===== config.mk =====
export PLATFORM = sky130hd
export DESIGN_NAME = mem_stage_sram_ctrl
export DESIGN_NICKNAME = d
export VERILOG_FILES = /design/src/rtl/mem_stage_pkg.sv /design/src/rtl/mem_wb_reg.sv /design/src/rtl/mem_stage_sram_ctrl.sv
export SDC_FILE = /design/constraint.sdc
export NUM_CORES = 1
export LEC_CHECK = 0
export BUFFER_PORTS_ARGS = -buffer_cell sky130_fd_sc_hd__buf_4
export CAP_MARGIN = 40
export CORE_ASPECT_RATIO = 0.8
export CORE_MARGIN = 2
export CORE_UTILIZATION = 31
export DETAILED_ROUTE_END_ITERATION = 10
export PLACE_DENSITY = 0.55
export SYNTH_ARGS = -nofsm -noshare
export SYNTH_HDL_FRONTEND = slang
export SYNTH_SLANG_ARGS = --single-unit
export TNS_END_PERCENT = 20

===== constraint.sdc =====
create_clock -name clk -period 11.3 [get_ports clk]
set_input_delay 2.825 -clock clk [delete_from_list [all_inputs] [get_ports clk]]
set_output_delay 2.825 -clock clk [all_outputs]
set_load 0.01 [all_outputs]

===== src/rtl/mem_stage_pkg.sv =====
// Shared types and widths for the MEM stage: access FSM states and the MEM/WB payload.
package mem_stage_pkg;

  localparam int SRAM_AW   = 18;
  localparam int SRAM_DW   = 16;
  localparam int REG_IDX_W = 4;
  localparam int WORD_W    = 32;

  typedef enum logic [1:0] {
    IDLE = 2'd0,
    LO   = 2'd1,
    HI   = 2'd2,
    DONE = 2'd3
  } state_t;

  typedef struct packed {
    logic                 en;
    logic [REG_IDX_W-1:0] dest;
    logic [WORD_W-1:0]    value;
  } mem_wb_t;

endpackage


===== src/rtl/mem_wb_reg.sv =====
// MEM/WB pipeline register: loads on posedge whenever load_i is high, holds otherwise.
// One-cycle latency; the caller stalls it by dropping load_i while the pipeline is frozen.
module mem_wb_reg
  import mem_stage_pkg::*;
(
  input  logic                 clk,
  input  logic                 rst,
  input  logic                 load_i,
  input  logic                 wb_en_i,
  input  logic [REG_IDX_W-1:0] wb_dest_i,
  input  logic [WORD_W-1:0]    wb_value_i,
  output logic                 wb_en_o,
  output logic [REG_IDX_W-1:0] wb_dest_o,
  output logic [WORD_W-1:0]    wb_value_o
);

  mem_wb_t wb_q;

  always_ff @(posedge clk or posedge rst) begin
    if (rst) begin
      wb_q <= '0;
    end else if (load_i) begin
      wb_q <= '{en: wb_en_i, dest: wb_dest_i, value: wb_value_i};
    end
  end

  assign wb_en_o    = wb_q.en;
  assign wb_dest_o  = wb_q.dest;
  assign wb_value_o = wb_q.value;

endmodule


===== src/rtl/mem_stage_sram_ctrl.sv =====
// MEM stage: 32-bit LDR/STR as two half-word accesses on a 16-bit SRAM, freezing upstream meanwhile.
// Access costs 1+2*HALF_CYCLES frozen cycles; MEM_STALL_COUNTER_EN adds a saturating stall_cnt output.
module mem_stage_sram_ctrl
  import mem_stage_pkg::*;
#(
  parameter int ADDR_BASE   = 1024,
  parameter int HALF_CYCLES = 3
) (
  input  logic                 clk,
  input  logic                 rst,
  input  logic                 mem_r_en,
  input  logic                 mem_w_en,
  input  logic                 wb_en_in,
  input  logic [REG_IDX_W-1:0] dest_in,
  input  logic [WORD_W-1:0]    alu_res,
  input  logic [WORD_W-1:0]    st_val,
  output logic                 freeze,
  output logic [SRAM_AW-1:0]   sram_addr,
  output logic [SRAM_DW-1:0]   sram_dq_o,
  output logic                 sram_dq_oe,
  input  logic [SRAM_DW-1:0]   sram_dq_i,
  output logic                 sram_we_n,
  output logic                 wb_en,
  output logic [REG_IDX_W-1:0] wb_dest,
  output logic [WORD_W-1:0]    wb_value
`ifdef MEM_STALL_COUNTER_EN
  ,
  output logic [31:0]          stall_cnt
`endif
);

  localparam logic [3:0] CNT_LAST = 4'(HALF_CYCLES - 1);

  state_t              state_q, state_d;
  logic [3:0]          cnt_q, cnt_d;
  logic [WORD_W-1:0]   rdata_q, rdata_d;
  logic                req, is_wr, is_rd;
  logic                half, drive;
  logic [SRAM_AW-2:0]  word_off;

  assign req   = mem_r_en | mem_w_en;
  assign is_wr = mem_w_en;
  // A request with both enables set is a write; the read side is ignored.
  assign is_rd = mem_r_en & ~mem_w_en;

  assign word_off = 17'((alu_res - 32'(ADDR_BASE)) >> 2);

  always_ff @(posedge clk or posedge rst) begin
    if (rst) begin
      state_q <= IDLE;
      cnt_q   <= '0;
      rdata_q <= '0;
    end else begin
      state_q <= state_d;
      cnt_q   <= cnt_d;
      rdata_q <= rdata_d;
    end
  end

  always_comb begin
    state_d = state_q;
    cnt_d   = cnt_q;
    rdata_d = rdata_q;
    half    = 1'b0;
    drive   = 1'b0;
    case (state_q)
      IDLE: begin
        if (req) begin
          state_d = LO;
          cnt_d   = '0;
        end
      end
      LO: begin
        drive = is_wr;
        if (cnt_q == CNT_LAST) begin
          cnt_d   = '0;
          state_d = HI;
          if (is_rd) rdata_d[15:0] = sram_dq_i;
        end else begin
          cnt_d = cnt_q + 4'd1;
        end
      end
      HI: begin
        half  = 1'b1;
        drive = is_wr;
        if (cnt_q == CNT_LAST) begin
          cnt_d   = '0;
          state_d = DONE;
          if (is_rd) rdata_d[31:16] = sram_dq_i;
        end else begin
          cnt_d = cnt_q + 4'd1;
        end
      end
      DONE: begin
        state_d = IDLE;
      end
      default: begin
        state_d = IDLE;
      end
    endcase
  end

  // Reset must quiet the bus and release the pipeline in the same cycle it is asserted.
  assign freeze     = req & (state_q != DONE) & ~rst;
  assign sram_addr  = rst ? '0 : {word_off, half};
  assign sram_dq_oe = drive & ~rst;
  assign sram_we_n  = ~(drive & ~rst);
  assign sram_dq_o  = (drive & ~rst) ? (half ? st_val[31:16] : st_val[15:0]) : '0;

  mem_wb_reg u_mem_wb_reg (
    .clk        (clk),
    .rst        (rst),
    .load_i     (~freeze),
    .wb_en_i    (wb_en_in),
    .wb_dest_i  (dest_in),
    .wb_value_i (is_rd ? rdata_q : alu_res),
    .wb_en_o    (wb_en),
    .wb_dest_o  (wb_dest),
    .wb_value_o (wb_value)
  );

`ifdef MEM_STALL_COUNTER_EN
  logic [31:0] stall_q;

  always_ff @(posedge clk or posedge rst) begin
    if (rst) begin
      stall_q <= '0;
    end else if (freeze && (stall_q != 32'hFFFF_FFFF)) begin
      stall_q <= stall_q + 32'd1;
    end
  end

  assign stall_cnt = stall_q;
`endif

endmodule


==> results.toml, run 1 <==
[outcome]
status = "finished, final reports clean"

[cts]
cts.repair.resized = 0
cts_buffers = 9
post_cts_buffers = 0
h-tree-depth = 3
cts_buffer_depth = 2
cts_hold_buf = 0
cts.clk_slew.worst_paths_ns = 0.05
cts.sinks = 75
root_buffer = "clkbuf_16"
insertion_delay_ns = 0.33
cts_tree = "done"

[finish]
multiInputGateArea_um2 = 2003
final_area_um2 = 5773
fin_util = 0.4518
final_common_cell = "buf_4"
layout_common_cells = "buf_4, dfrtp_1, mux2_2"
fill_cells = 1232
seqCellArea_um2 = 1877
layout.nets = 560
instances_no_fill = 643
antennaDiodeCount = 0
drive_gt1_frac = 0.6154
area_delta_synth_final_pct = 43.16

[timing]
maxSlewViolCount = 0
setup_viol = 0
setup_tns_ns = 0
grt_setup_unrepaired = "false"
fmax_mhz = 136.0
setup_ws_ns = 3.949
finalHoldViolCount = 0
min_period_over_period = 0.6506
min_period_ns = 7.351
maxSlewHeadroom = 0.5743
tightestPinTransition_ns = 0.6368
fin_skew_ns = 0.004319

[detailed_routing]
routed_wl_um = 10410
vias = 2915
first_iter_violations = 115
route.detailed.wl_per_inst_um = 16.18
drc = 0
antenna_left = 0
vias_per_cell = 4.533
firstDrtPassIters = 4

[critical_path]
critical_path_class = "primary input to primary output"
critical_path.max_stage_delay_ns = 0.68
worstPathArrival_ns = 4.53
crit_path_frequent_cell = "buf_4"
worstPathMaxFanout = 32
startpoint_type = "primary input"
path_cells = "buf_4 > clkinv_2 > nand3_1 > nor2_1 > buf_4"
required_ns = 8.48
endpoint_kind = "primary output"
cp_slowest_cell = "nand3_1"

[grt]
grt_pass1_wl_um = 16370
overflow = 0
grt.total_usage = 0.1496
grt_pass1_vias = 2971
grt_antenna_before_repair = 0
grt_start_max_net_pins = 47

[synthesis]
yosys-top-cells-area = "dfrtp_1, mux2_2, mux2_4"
ys_seq_area_frac = 0.4654
yosysWarnings = 0
ys_ff_latch = 75
synth_top_area_frac = 0.4654
synth_top_area_cell = "dfrtp_1"
synth_edf_count = 0
syn-instance-count = 302
synth_ff_type = "dfrtp_1"
async_flop_share = 1.000
avgSynthCellArea_um2 = 13.35
synth_cell_types = 41
synth_nets = 399
synth_area_um2 = 4033

[place]
dpl.hpwl_um = 7635
gp_congestion = 0.8268
place_inst = 627
pre_cts_ws_ns = 3.880
portBuffers = 162
place_area_um2 = 5396

[floorplanning]
core_region_area_um2 = 12780
pin_count = 163
chipWidth_um = 131.5
fp-row-count = 37
die_h_um = 106.0
die-area_um2 = 13940
start_util = 0.3156

[pwr]
p_per_area_nw_per_um2 = 208.8
p_leak_nw = 2.895
ir_worst_vdd_mv = 0.09604
seqPwrFrac = 0.341
combPwrFrac = 0.362
switching_power_mw = 0.3475
swShare = 0.2883
clock_power_share = 0.298
internal_power_mw = 0.8580

[flow_run]
drv_cap = 0

[worst_hold_path]
hold_class = "flip-flop to flip-flop"
through the flow:
stage	total power, mW	hold WS (ns)
6_report	1.206	0.5020
5_1_grt	1.275	0.5225
4_1_cts	1.221	0.5052
3_5_place_dp	0.8546	0.4899
3_3_place_gp	0.8403	0.4826
2_1_floorplan	0.6858	0.4717
area by class of cell:
class	count	share of cell area
multi-input cells	203	0.3470
flip-flops and latches	75	0.3251
repair buffers	166	0.2193
clock buffers	12	0.04443
well taps	175	0.03793
clock inverters	4	0.02081
inverters	8	0.005418
final timing paths:
check                                  startpoint                                     end  slack [ns]  depth (start not counted)
max in group asynchronous                     rst                 rdata_q[20]$_DFFE_PP0P_        7.67                          3
max reg2reg                state_q[0]$_DFFE_PP0P_  u_mem_wb_reg.wb_value_o[1]$_DFFE_PP0N_        9.34                          4
min in group asynchronous                     rst  u_mem_wb_reg.wb_value_o[2]$_DFFE_PP0N_        2.64                          2
min                        rdata_q[8]$_DFFE_PP0P_                  rdata_q[8]$_DFFE_PP0P_        0.50                          1
max                                           rst                            sram_dq_o[7]        3.95                          5
min reg2reg                rdata_q[8]$_DFFE_PP0P_                  rdata_q[8]$_DFFE_PP0P_        0.50                          1
flip-flops by register name (all words and copies together), names as in the netlist:
| name | count |
|---|---|
| u_mem_wb_reg.wb_en_o | 1 |
| rdata_q | 32 |
| state_q | 2 |
| u_mem_wb_reg.wb_dest_o | 4 |
| u_mem_wb_reg.wb_value_o | 32 |
| cnt_q | 4 |
power by group through the flow:
stage | clock, mW | sequential [mW] | combinational (mW)
4_1_cts | 0.368 | 0.412 | 0.441
5_1_grt | 0.380 | 0.423 | 0.473
2_1_floorplan | 0 | 0.418 | 0.267
3_3_place_gp | 0 | 0.413 | 0.428
6_report | 0.359 | 0.411 | 0.436
3_5_place_dp | 0 | 0.415 | 0.440
worst max-delay path: cells and delay by family:
family	cells	cell delay, ns
buffers and inverters	3	0.88
AND/OR/NAND/NOR	2	0.80
layer usage:
metal / routed length [um] / global-route usage
met4: 121 / 0.03882
met2: 4836 / 0.2360
met5: 0 / 0
met1: 4820 / 0.1975
met3: 628 / 0.05055
synth_stat cells, drive strengths merged (3+ instances only):
cell type and count:
inv 7, mux2i 16, nand2b 3, nor2b 4, clkbuf 3, a21oi 6, nand3 5, buf 13
o21ai 7, and2b 6, dfrtp 75, ha 8, nor2 22, or3 4, mux2 102
cells by family (layout without fill, tap and decap cells):
| kind of cell | after synthesis | after routing | share of synthesized area |
|---|---|---|---|
| buffers and inverters | 24 | 190 | 0.03878 |
| xor gates and xnor gates | 2 | 2 | 0.004345 |
| DFF | 75 | 75 | 0.4654 |
| and+or+nand+nor | 54 | 54 | 0.08160 |
| adders and majority gates | 8 | 8 | 0.02482 |
| AOI/OAI and AO/OA | 21 | 21 | 0.03258 |
| muxes | 118 | 118 | 0.3525 |
No activity file was read; power rests on OpenSTA's default activity.
==> inputs of run 2 (changes only) <==
Clock period 11.3 ns to 7.2 ns, I/O delays scaled along.
==> run 2 against run 1 <==
Compared with the run above: critical path depth unchanged; wire length down 1.0%; non-clock buffer count stayed put; global-route usage fell by 0.23 points; combinational power is 57% higher; worst setup slack got worse by 2.0 ns; clock skew rose by 0.0018 ns; sequential share of layout area up 0.59 points; total power is 45% higher; clock-buffer cell count grew 2; largest cell class unchanged; largest power group unchanged.
==> results.toml, run 2 (synthesis results as in run 1) <==
[outcome]
status = "finished, final reports clean"

[finish]
seqCellArea_um2 = 1877
final_common_cell = "buf_4"
antennaDiodeCount = 0
fill_cells = 1234
drive_gt1_frac = 0.6111
area_delta_synth_final_pct = 40.61
layout.nets = 560
multiInputGateArea_um2 = 2003
layout_common_cells = "buf_4, dfrtp_1, mux2_2"

[timing]
setup_tns_ns = 0
maxSlewViolCount = 0
grt_setup_unrepaired = "false"
setup_viol = 0
finalHoldViolCount = 0
maxSlewHeadroom = 0.5730
tightestPinTransition_ns = 0.6405
fin_skew_ns = 0.006088
min_period_ns = 5.293
setup_ws_ns = 1.907
min_period_over_period = 0.7352
fmax_mhz = 188.9

[pwr]
p_per_area_nw_per_um2 = 307.3
p_leak_nw = 2.849
power_mw = 1.743
ir_worst_vdd_mv = 0.1309

[place]
gp_congestion = 0.8267
dpl.hpwl_um = 7561
pre_cts_ws_ns = 1.825
portBuffers = 162

[critical_path]
required_ns = 5.40
crit_path_frequent_cell = "buf_4"
worstPathMaxFanout = 32
endpoint_kind = "primary output"
critical_path_class = "primary input to primary output"
path_cells = "buf_4 > clkinv_2 > nand3_1 > nor2_1 > buf_4"
startpoint_type = "primary input"
critical_path.max_stage_delay_ns = 0.68
worstPathArrival_ns = 3.49
r2r_slack_ns = 5.22
cp_slowest_cell = "nand3_1"

[floorplanning]
start_util = 0.3156
fp-row-count = 37
die_h_um = 106.0
chipWidth_um = 131.5
pin_count = 163
die-area_um2 = 13940
core_region_area_um2 = 12780

[cts]
cts_hold_buf = 0
cts.sinks = 75
h-tree-depth = 3
cts_buffer_depth = 2
cts_buffers = 9
cts.repair.resized = 0
root_buffer = "clkbuf_16"
cts.clk_slew.worst_paths_ns = 0.05
post_cts_buffers = 0
insertion_delay_ns = 0.33
cts_tree = "done"

[grt]
grt.total_usage = 0.1473
grt_antenna_before_repair = 0
grt_start_max_net_pins = 47
grt_pass1_wl_um = 16230
grt_pass1_vias = 3011
overflow = 0

[detailed_routing]
vias = 2950
route.detailed.wl_per_inst_um = 16.01
drc = 0
first_iter_violations = 95
vias_per_cell = 4.588
firstDrtPassIters = 4
antenna_left = 0
routed_wl_um = 10300

[worst_hold_path]
hold_class = "flip-flop to flip-flop"

[flow_run]
drv_cap = 0
==> run 2: changes by cell type in the layout (fill, tap and decap cells not counted), sizes merged <==
| cell | previous run | this run |
|---|---|---|
| bufinv | 4 | 0 |
| clkbuf | 12 | 14 |
| clkinv | 2 | 4 |
==> run 2: path summary, 6_finish.rpt <==
kind,cells past startpoint,startpoint,to
hold / removal,1,rdata_q[4]$_DFFE_PP0P_,rdata_q[4]$_DFFE_PP0P_
max in group asynchronous,3,rst,rdata_q[22]$_DFFE_PP0P_
min in group asynchronous,2,rst,u_mem_wb_reg.wb_value_o[10]$_DFFE_PP0N_
setup / recovery,5,rst,sram_dq_o[7]
setup reg to reg,4,state_q[0]$_DFFE_PP0P_,u_mem_wb_reg.wb_value_o[1]$_DFFE_PP0N_
hold reg to reg,1,rdata_q[4]$_DFFE_PP0P_,rdata_q[4]$_DFFE_PP0P_
==> run 2: cell type report <==
type	instances	share of cell area
flip-flops and latches	75	0.3310
well taps	175	0.03861
clock buffers	14	0.04656
clock inverters	2	0.001765
inverters	8	0.005516
repair buffers	166	0.2233
multi-input cells	203	0.3533
==> run 2: metrics by stage <==
step | hold slack (ns) | instances | area, um^2 | utilization
floorplan | 0.4717 | 302 | 4033 | -
CTS | 0.5046 | 643 | 5670 | 0.4438
global route | 0.5217 | 643 | 5670 | 0.4438
finish | 0.5012 | 643 | 5670 | 0.4438
detailed placement | 0.4899 | 627 | 5396 | 0.4223
global placement | 0.4826 | 625 | 5361 | 0.4196
==> run 2: per-layer routing <==
| layer | global-route usage | wire length [um] |
|---|---|---|
| met4 | 0.04115 | 123 |
| met1 | 0.1956 | 4767 |
| met2 | 0.2322 | 4810 |
| met5 | 0 | 0 |
| met3 | 0.04626 | 596 |
==> run 2: power by group <==
part / internal [mW] / leakage, nW / switching (mW)
Sequential: 0.560 / 0.945 / 0.0854
Combinational: 0.395 / 1.77 / 0.289
Clock: 0.251 / 0.137 / 0.163
Total: 1.21 / 2.85 / 0.537
==> run 2: critical path, delay by kind of cell <==
kind	cells	cell delay, ns
buffers and inverters	3	0.89
and+or+nand+nor	2	0.80
